### src/rtl/lime_pkg.sv
// Shared constants for the Lime processor input path: datapath width and input FIFO depth.
// Imported by lime_in_port, lime_fifo_mem, the core and the benches.
package lime_pkg;

   localparam int LIME_DATA_W   = 16;
   localparam int LIME_IN_DEPTH = 4;

   // Pointer width for a power-of-two FIFO of the given depth.
   function automatic int lime_ptr_w(input int depth);
      return (depth > 1) ? $clog2(depth) : 1;
   endfunction

endpackage

### src/rtl/lime_fifo_mem.sv
// DEPTH x DATA_W register array: one synchronous write port, one asynchronous read port.
// Contents are intentionally not reset.
module lime_fifo_mem
   import lime_pkg::*;
#(
   parameter int DEPTH  = LIME_IN_DEPTH,
   parameter int DATA_W = LIME_DATA_W,
   parameter int PTR_W  = lime_ptr_w(DEPTH)
) (
   input  logic              CLK,
   input  logic              we,
   input  logic [PTR_W-1:0]  waddr,
   input  logic [DATA_W-1:0] wdata,
   input  logic [PTR_W-1:0]  raddr,
   output logic [DATA_W-1:0] rdata
);

   logic [DATA_W-1:0] mem_q [DEPTH];

   always_ff @(posedge CLK) begin
      if (we) begin
         mem_q[waddr] <= wdata;
      end
   end

   assign rdata = mem_q[raddr];

endmodule

### src/rtl/lime_in_port.sv
// Host-to-core input FIFO for the Lime processor (valid/ready push, one-cycle cpu_rd pop).
// Optional feature: define LIME_IN_HOLD_LAST_EN to hold the last popped word on main_input when empty.
module lime_in_port
   import lime_pkg::*;
#(
   parameter int DEPTH  = LIME_IN_DEPTH,
   parameter int DATA_W = LIME_DATA_W
) (
   input  logic                     CLK,
   input  logic                     RST_N,
   input  logic [DATA_W-1:0]        host_data,
   input  logic                     host_valid,
   output logic                     host_ready,
   input  logic                     cpu_rd,
   output logic [DATA_W-1:0]        main_input,
   output logic                     in_empty,
   output logic                     in_full,
   output logic [$clog2(DEPTH):0]   count,
   output logic                     underflow,
   input  logic                     clr_err
);

   localparam int PTR_W = lime_ptr_w(DEPTH);
   localparam int CNT_W = $clog2(DEPTH) + 1;

   logic [PTR_W-1:0]  wr_ptr_q, wr_ptr_d;
   logic [PTR_W-1:0]  rd_ptr_q, rd_ptr_d;
   logic [CNT_W-1:0]  count_q, count_d;
   logic              underflow_q, underflow_d;
   logic [DATA_W-1:0] head_data;
   logic              push, pop;

   // Handshake: a word transfers on any rising edge where host_valid && host_ready;
   // host_ready comes from registered count only, so it never depends on host_valid.
   assign in_empty   = (count_q == '0);
   assign in_full    = (count_q == CNT_W'(DEPTH));
   assign host_ready = !in_full;
   assign count      = count_q;
   assign underflow  = underflow_q;

   assign push = host_valid && host_ready;
   assign pop  = cpu_rd && !in_empty;

   lime_fifo_mem #(
      .DEPTH  (DEPTH),
      .DATA_W (DATA_W),
      .PTR_W  (PTR_W)
   ) u_mem (
      .CLK   (CLK),
      .we    (push),
      .waddr (wr_ptr_q),
      .wdata (host_data),
      .raddr (rd_ptr_q),
      .rdata (head_data)
   );

   always_comb begin
      wr_ptr_d    = wr_ptr_q;
      rd_ptr_d    = rd_ptr_q;
      count_d     = count_q;
      underflow_d = underflow_q;
      if (push) begin
         wr_ptr_d = wr_ptr_q + PTR_W'(1);
      end
      if (pop) begin
         rd_ptr_d = rd_ptr_q + PTR_W'(1);
      end
      if (push && !pop) begin
         count_d = count_q + CNT_W'(1);
      end else if (pop && !push) begin
         count_d = count_q - CNT_W'(1);
      end
      // A fresh empty read beats a clear arriving in the same cycle.
      if (clr_err) begin
         underflow_d = 1'b0;
      end
      if (cpu_rd && in_empty) begin
         underflow_d = 1'b1;
      end
   end

   always_ff @(posedge CLK or negedge RST_N) begin
      if (!RST_N) begin
         wr_ptr_q    <= '0;
         rd_ptr_q    <= '0;
         count_q     <= '0;
         underflow_q <= 1'b0;
      end else begin
         wr_ptr_q    <= wr_ptr_d;
         rd_ptr_q    <= rd_ptr_d;
         count_q     <= count_d;
         underflow_q <= underflow_d;
      end
   end

`ifdef LIME_IN_HOLD_LAST_EN
   logic [DATA_W-1:0] last_word_q;

   always_ff @(posedge CLK or negedge RST_N) begin
      if (!RST_N) begin
         last_word_q <= '0;
      end else if (pop) begin
         last_word_q <= head_data;
      end
   end

   assign main_input = in_empty ? last_word_q : head_data;
`else
   assign main_input = in_empty ? '0 : head_data;
`endif

endmodule

### config.mk
export PLATFORM = sky130hd
export DESIGN_NAME = lime_in_port
export DESIGN_NICKNAME = d
export VERILOG_FILES = /design/src/rtl/lime_pkg.sv /design/src/rtl/lime_fifo_mem.sv /design/src/rtl/lime_in_port.sv
export SDC_FILE = /design/constraint.sdc
export NUM_CORES = 1
export LEC_CHECK = 0
export ABC_AREA = 0
export CAP_MARGIN = 20
export CELL_PAD_IN_SITES_DETAIL_PLACEMENT = 1
export CELL_PAD_IN_SITES_GLOBAL_PLACEMENT = 1
export CORE_MARGIN = 1
export CORE_UTILIZATION = 48
export CTS_BUF_LIST = sky130_fd_sc_hd__clkbuf_8 sky130_fd_sc_hd__clkbuf_16
export CTS_CLUSTER_DIAMETER = 50
export DETAILED_ROUTE_END_ITERATION = 12
export HOLD_SLACK_MARGIN = 0.02
export PLACE_DENSITY = 0.89
export SYNTH_ARGS = -nofsm -noshare
export SYNTH_HDL_FRONTEND = slang
export SYNTH_HIERARCHICAL = 1
export SYNTH_SLANG_ARGS = --single-unit
### constraint.sdc
create_clock -name CLK -period 7.2 [get_ports CLK]
set_input_delay 1.44 -clock CLK [delete_from_list [all_inputs] [get_ports CLK]]
set_output_delay 1.44 -clock CLK [all_outputs]
set_load 0.01 [all_outputs]
==> impl_metrics.json, run 1 <==
{
  "outcome": "complete, no violations",
  "worst_pin_slew_ps": 993,
  "syn_area_sq_um": 2860,
  "power_density_nw_per_um2": 415,
  "period_minus_slack_ps": 4060,
  "ant_nets": 0,
  "cts.sinks": 72,
  "avgRoutedWirePerCell_um": 20.5,
  "diodes": 0,
  "worstReg2RegEnd": "count[2]$_DFFE_PN0P_",
  "place_ws_ps": 3440,
  "max_stage_delay_ps": 1000,
  "grt_pass1_vias": 1599,
  "timing.final.crit_share": 0.564,
  "cp.arrival_ps": 2620,
  "grt_max_degree": 21,
  "final_hold_viol_count": 0,
  "grt_first_pass_wirelength_um": 8560,
  "p_leak_nw": 1.23,
  "yosysUniqueCellTypes": 26,
  "fin_tns_setup_ps": 0,
  "min_to": "count[2]$_DFFE_PN0P_",
  "drv_slew": 0,
  "end_kind": "primary output",
  "synth_cells": 137,
  "drtIter0Drc": 81,
  "cts-resized-gates": 0,
  "n_fill_cell": 485,
  "hp-start": "count[2]$_DFFE_PN0P_",
  "drive_gt1_frac": 0.152,
  "yosysWarnings": 6,
  "intPower_mw": 1.03,
  "r2r_start": "count[0]$_DFFE_PN0P_",
  "worstRegToRegCells": 9,
  "chipHeight_um": 79.2,
  "overflow": 0,
  "drc": 0,
  "clock_power_share": 0.196,
  "setup_slack_ps": 3140,
  "instances_no_fill": 263,
  "antenna_found_initial": 0,
  "core-area_sq_um": 5640,
  "finalPower_mw": 1.46,
  "cts_buffers": 9,
  "synth_nets": 160,
  "hold_depth": 1,
  "cts-hold-fix-buffers": 0,
  "wl_um": 5390,
  "rows": 27,
  "seq_area_frac_synth": 0.741,
  "final_util": 0.626,
  "max_freq_mhz": 246,
  "via_count": 1439,
  "place_inst": 248,
  "die_area_sq_um": 6280,
  "slew_headroom": 0.338,
  "ys_ff_latch": 72,
  "hold_class": "reg2reg",
  "start_util": 0.507,
  "path_cells": "mux4_1 -> nor2b_1 -> clkdlybuf4s50_1",
  "avgViaCountPerCell": 5.47,
  "cts.clk_slew.worst_paths_ps": 70,
  "finalInstanceArea_sq_um": 3530,
  "crit_family": "flip-flops",
  "cts_tree": "yes",
  "hold_ws_ps": 547,
  "port_buffers": 43,
  "cts_htree_levels": 3,
  "worst-setup-path-type": "reg2out",
  "hpwl_um": 3630,
  "critPathMaxFanout": 18,
  "grtUsageTotal": 0.196,
  "reg2reg_slack_ps": 4860,
  "p_sw_frac": 0.295,
  "yosysTopAreaCellShare": 0.671,
  "nNetsFinal": 210,
  "synth.area.top_cells": "edfxtp_1 (67%), mux4_2 (7.9%), dfrtp_1 (7.0%), mux4_1 (5.5%), nor2b_1 (3.5%)",
  "post-cts-setup-buffers": 0,
  "pwr-share-seq": 0.441,
  "fin_skew_ps": 8.60,
  "cts-root-buf": "clkbuf_8",
  "cp_slowest_cell": "dfrtp_1",
  "finalSetupViolations": 0,
  "crit_buf_inv": 1,
  "area_growth_pct": 23.4,
  "gp_congestion": 0.743,
  "place_area_sq_um": 3350,
  "grt_setup_unrepaired": "no",
  "startpoint_type": "register",
  "dr.pass1.iters": 4,
  "insertion_delay_ps": 330,
  "yosys.area.top_type": "edfxtp_1",
  "cap_violations": 0,
  "die_w_um": 79.2,
  "p_comb_frac": 0.363,
  "clockBufferDepth": 2,
  "switchingPower_mw": 0.432,
  "cp.required_ps": 5760,
  "syn_avg_cell_area_sq_um": 20.9,
  "vdd_ir_drop_max_uv": 235,
  "boundaryPins": 44
}
-- layer usage --
layer / GRT usage / wire length, um
met2: 0.332 / 2890
met3: 0.0471 / 168
met4: 0.0982 / 114
met1: 0.235 / 2220
met5: 0 / 0
-- Yosys cell counts, drive strengths merged --
cell type  number
nand2           2
mux2            1
and3b           2
nor2b          16
nand3           1
nor3            1
nor3b           1
xnor2           3
xor2            4
buf             6
ha              1
inv             3
fa              1
dfrtp           8
o21ai           1
and2            1
or3b            1
and3            1
nand2b          1
edfxtp         64
mux4           16
nor2            2
-- cell families (layout without fill, tap and decap cells) --
group                      Yosys count  after routing  share of synthesized area
muxes                               17             17                      0.138
buffers and inverters                9             63                     0.0227
AOI/OAI and AO/OA                    1              1                    0.00175
adders and majority gates            2              2                     0.0114
and+or+nand+nor                     29             29                     0.0638
xor gates and xnor gates             7              7                     0.0214
DFF                                 72             72                      0.741
-- power by group through the flow --
stage / sequential [mW] / clock (mW) / combinational (mW)
floorplan: 0.603 / 0 / 0.339
global placement: 0.645 / 0 / 0.510
detailed placement: 0.659 / 0 / 0.534
CTS: 0.650 / 0.293 / 0.539
global route: 0.663 / 0.307 / 0.569
finish: 0.647 / 0.287 / 0.531
-- how the worst max path moves through the flow --
stage          cells past startpoint               startpoint                           to
3_5_place_dp                       3  rd_ptr_q[0]$_DFFE_PN0P_               main_input[15]
5_1_grt                            3  rd_ptr_q[0]$_DFFE_PN0P_                main_input[0]
3_3_place_gp                       3  rd_ptr_q[0]$_DFFE_PN0P_                main_input[4]
6_report                           3  rd_ptr_q[0]$_DFFE_PN0P_               main_input[15]
4_1_cts                            3  rd_ptr_q[0]$_DFFE_PN0P_               main_input[15]
2_1_floorplan                      2               host_valid  u_mem/mem_q[0][0]$_DFFE_PP_
-- flip-flops by register name, indices dropped and copies added, names as in the netlist --
signal / flops
u_mem/mem_q: 64
underflow: 1
count: 3
rd_ptr_q: 2
wr_ptr_q: 2
-- layout by cell type, fill, tap and decap left out --
cell	instances
nor3_2	1
xnor2_1	3
and3_1	1
nand2b_1	1
nor3b_2	1
clkinvlp_4	1
clkdlybuf4s50_1	43
clkbuf_8	9
nand3_1	1
xor2_1	4
mux4_2	10
nor2_1	2
mux2_2	1
o21ai_0	1
bufinv_16	1
ha_1	1
clkinv_1	1
edfxtp_1	64
clkinv_2	1
nor2b_1	16
and2_4	1
inv_1	5
mux4_1	6
fa_1	1
nand2_1	2
and3b_1	2
or3b_4	1
buf_4	2
dfrtp_1	8
-- layout make-up --
cell class	instances	area [sq um]	area share
Inverter	3	11.3	0.00319
Clock buffer	9	124	0.0351
Tap cell	72	90.1	0.0255
Clock inverter	6	53.8	0.0152
Sequential cell	72	2120	0.601
Timing Repair Buffer	45	445	0.126
Multi-Input combinational cell	56	686	0.194
Note: power is estimated with default switching activity, not from simulation.
==> run 2: changes to the inputs <==
- CORE_UTILIZATION: 48 -> 46
- PLACE_DENSITY: 0.89 -> 0.86
- clock period: 7.2 -> 4.1 ns (I/O delays scaled with it)
==> impl_metrics.json, run 2 (same netlist as run 1, synthesis figures left out) <==
{
  "outcome": "complete, no violations",
  "grtUsageTotal": 0.190,
  "start_util": 0.481,
  "critPathMaxFanout": 10,
  "post-cts-setup-buffers": 0,
  "wl_met1_um": 2190,
  "cp.arrival_ps": 2540,
  "cts_htree_levels": 3,
  "hold_class": "reg2reg",
  "area_growth_pct": 22.5,
  "die_area_sq_um": 6540,
  "dr.pass1.iters": 4,
  "avgRoutedWirePerCell_um": 21.2,
  "insertion_delay_ps": 330,
  "final_common_cell": "edfxtp_1",
  "grt_setup_unrepaired": "no",
  "drv_slew": 0,
  "worst-setup-path-type": "reg2out",
  "port_buffers": 43,
  "antenna_found_initial": 0,
  "wl_met2_um": 3140,
  "p_leak_nw": 1.21,
  "slew_headroom": 0.394,
  "startpoint_type": "register",
  "timing.final.crit_share": 0.819,
  "grt_pass1_vias": 1614,
  "grt_first_pass_wirelength_um": 8410,
  "finalPower_mw": 2.51,
  "drc": 0,
  "rows": 28,
  "vdd_ir_drop_max_uv": 444,
  "die_w_um": 80.9,
  "cap_violations": 0,
  "grt_max_degree": 21,
  "avgViaCountPerCell": 5.42,
  "period_minus_slack_ps": 3360,
  "diodes": 0,
  "wl_met3_um": 160,
  "finalSetupViolations": 0,
  "ant_nets": 0,
  "highest_layer": "met4",
  "final_cell_mix": "edfxtp_1 (64), clkdlybuf4s50_1 (43), nor2b_1 (16)",
  "power_density_nw_per_um2": 717,
  "hpwl_um": 3890,
  "wl_um": 5630,
  "fin_skew_ps": 9.07,
  "via_count": 1436,
  "max_freq_mhz": 298,
  "cts_tree": "yes",
  "largest_register": "u_mem/mem_q",
  "hold_ws_ps": 560,
  "final_hold_viol_count": 0,
  "boundaryPins": 44,
  "core-area_sq_um": 5960,
  "nNetsFinal": 211,
  "gp_congestion": 0.712,
  "cts.clk_slew.worst_paths_ps": 70,
  "cts.sinks": 72,
  "largest_reg_flops": 64,
  "overflow": 0,
  "drtIter0Drc": 50,
  "cts-hold-fix-buffers": 0,
  "fin_tns_setup_ps": 0,
  "worst_pin_slew_ps": 909,
  "cp.required_ps": 3280,
  "drive_gt1_frac": 0.147,
  "cts-root-buf": "clkbuf_8",
  "clockBufferDepth": 2,
  "chipHeight_um": 80.9,
  "cts-resized-gates": 0,
  "end_kind": "primary output",
  "cts_buffers": 9
}
[run 2: cell types whose count changed in the layout (fill, tap and decap cells not counted), sizes merged]
cell      previous run  this run
inv                  5         4
buf                  2         3
bufinv               1         0
clkinvlp             1         0
clkinv               2         3
[run 2: worst paths after layout]
check,start,end,slack (ps),cells past startpoint
min,underflow$_DFFE_PN0P_,underflow$_DFFE_PN0P_,560,2
min reg2reg,underflow$_DFFE_PN0P_,underflow$_DFFE_PN0P_,560,2
max reg2reg,count[0]$_DFFE_PN0P_,count[2]$_DFFE_PN0P_,1790,9
min in group asynchronous,RST_N,count[2]$_DFFE_PN0P_,790,1
max in group asynchronous,RST_N,rd_ptr_q[0]$_DFFE_PN0P_,3010,1
max,rd_ptr_q[0]$_DFFE_PN0P_,main_input[4],740,4
[run 2: power by group]
group / switching, mW / internal (mW)
clock network: 0.220 / 0.202
logic: 0.401 / 0.568
registers: 0.138 / 0.984
[run 2: layout make-up]
cell class                      instances  area [sq um]
Clock buffer                            9           124
Clock inverter                          4          16.3
Fill cell                             548          2450
Inverter                                3          11.3
Multi-Input combinational cell         56           686
Sequential cell                        72          2120
Tap cell                               75          93.8
Timing Repair Buffer                   46           453
[run 2: stage by stage]
stage	setup slack (ps)	cells	util	cell area, sq um
2_1_floorplan	1470	137	-	2860
3_3_place_gp	1120	252	0.565	3370
3_5_place_dp	1050	252	0.565	3370
4_1_cts	687	265	0.589	3510
5_1_grt	585	265	0.589	3510
6_report	741	265	0.589	3510
[run 2: routing by layer]
metal,GRT usage,up-vias
li1,-,635
met1,0.217,747
met2,0.334,41
met3,0.0416,13
met4,0.100,0
met5,0,-
[run 2: worst max-delay path: stages, from the launching register on]
cell and delay (ps):
dfrtp_1 670, buf_4 320, mux4_1 580, nor2b_1 160, clkdlybuf4s50_1 480
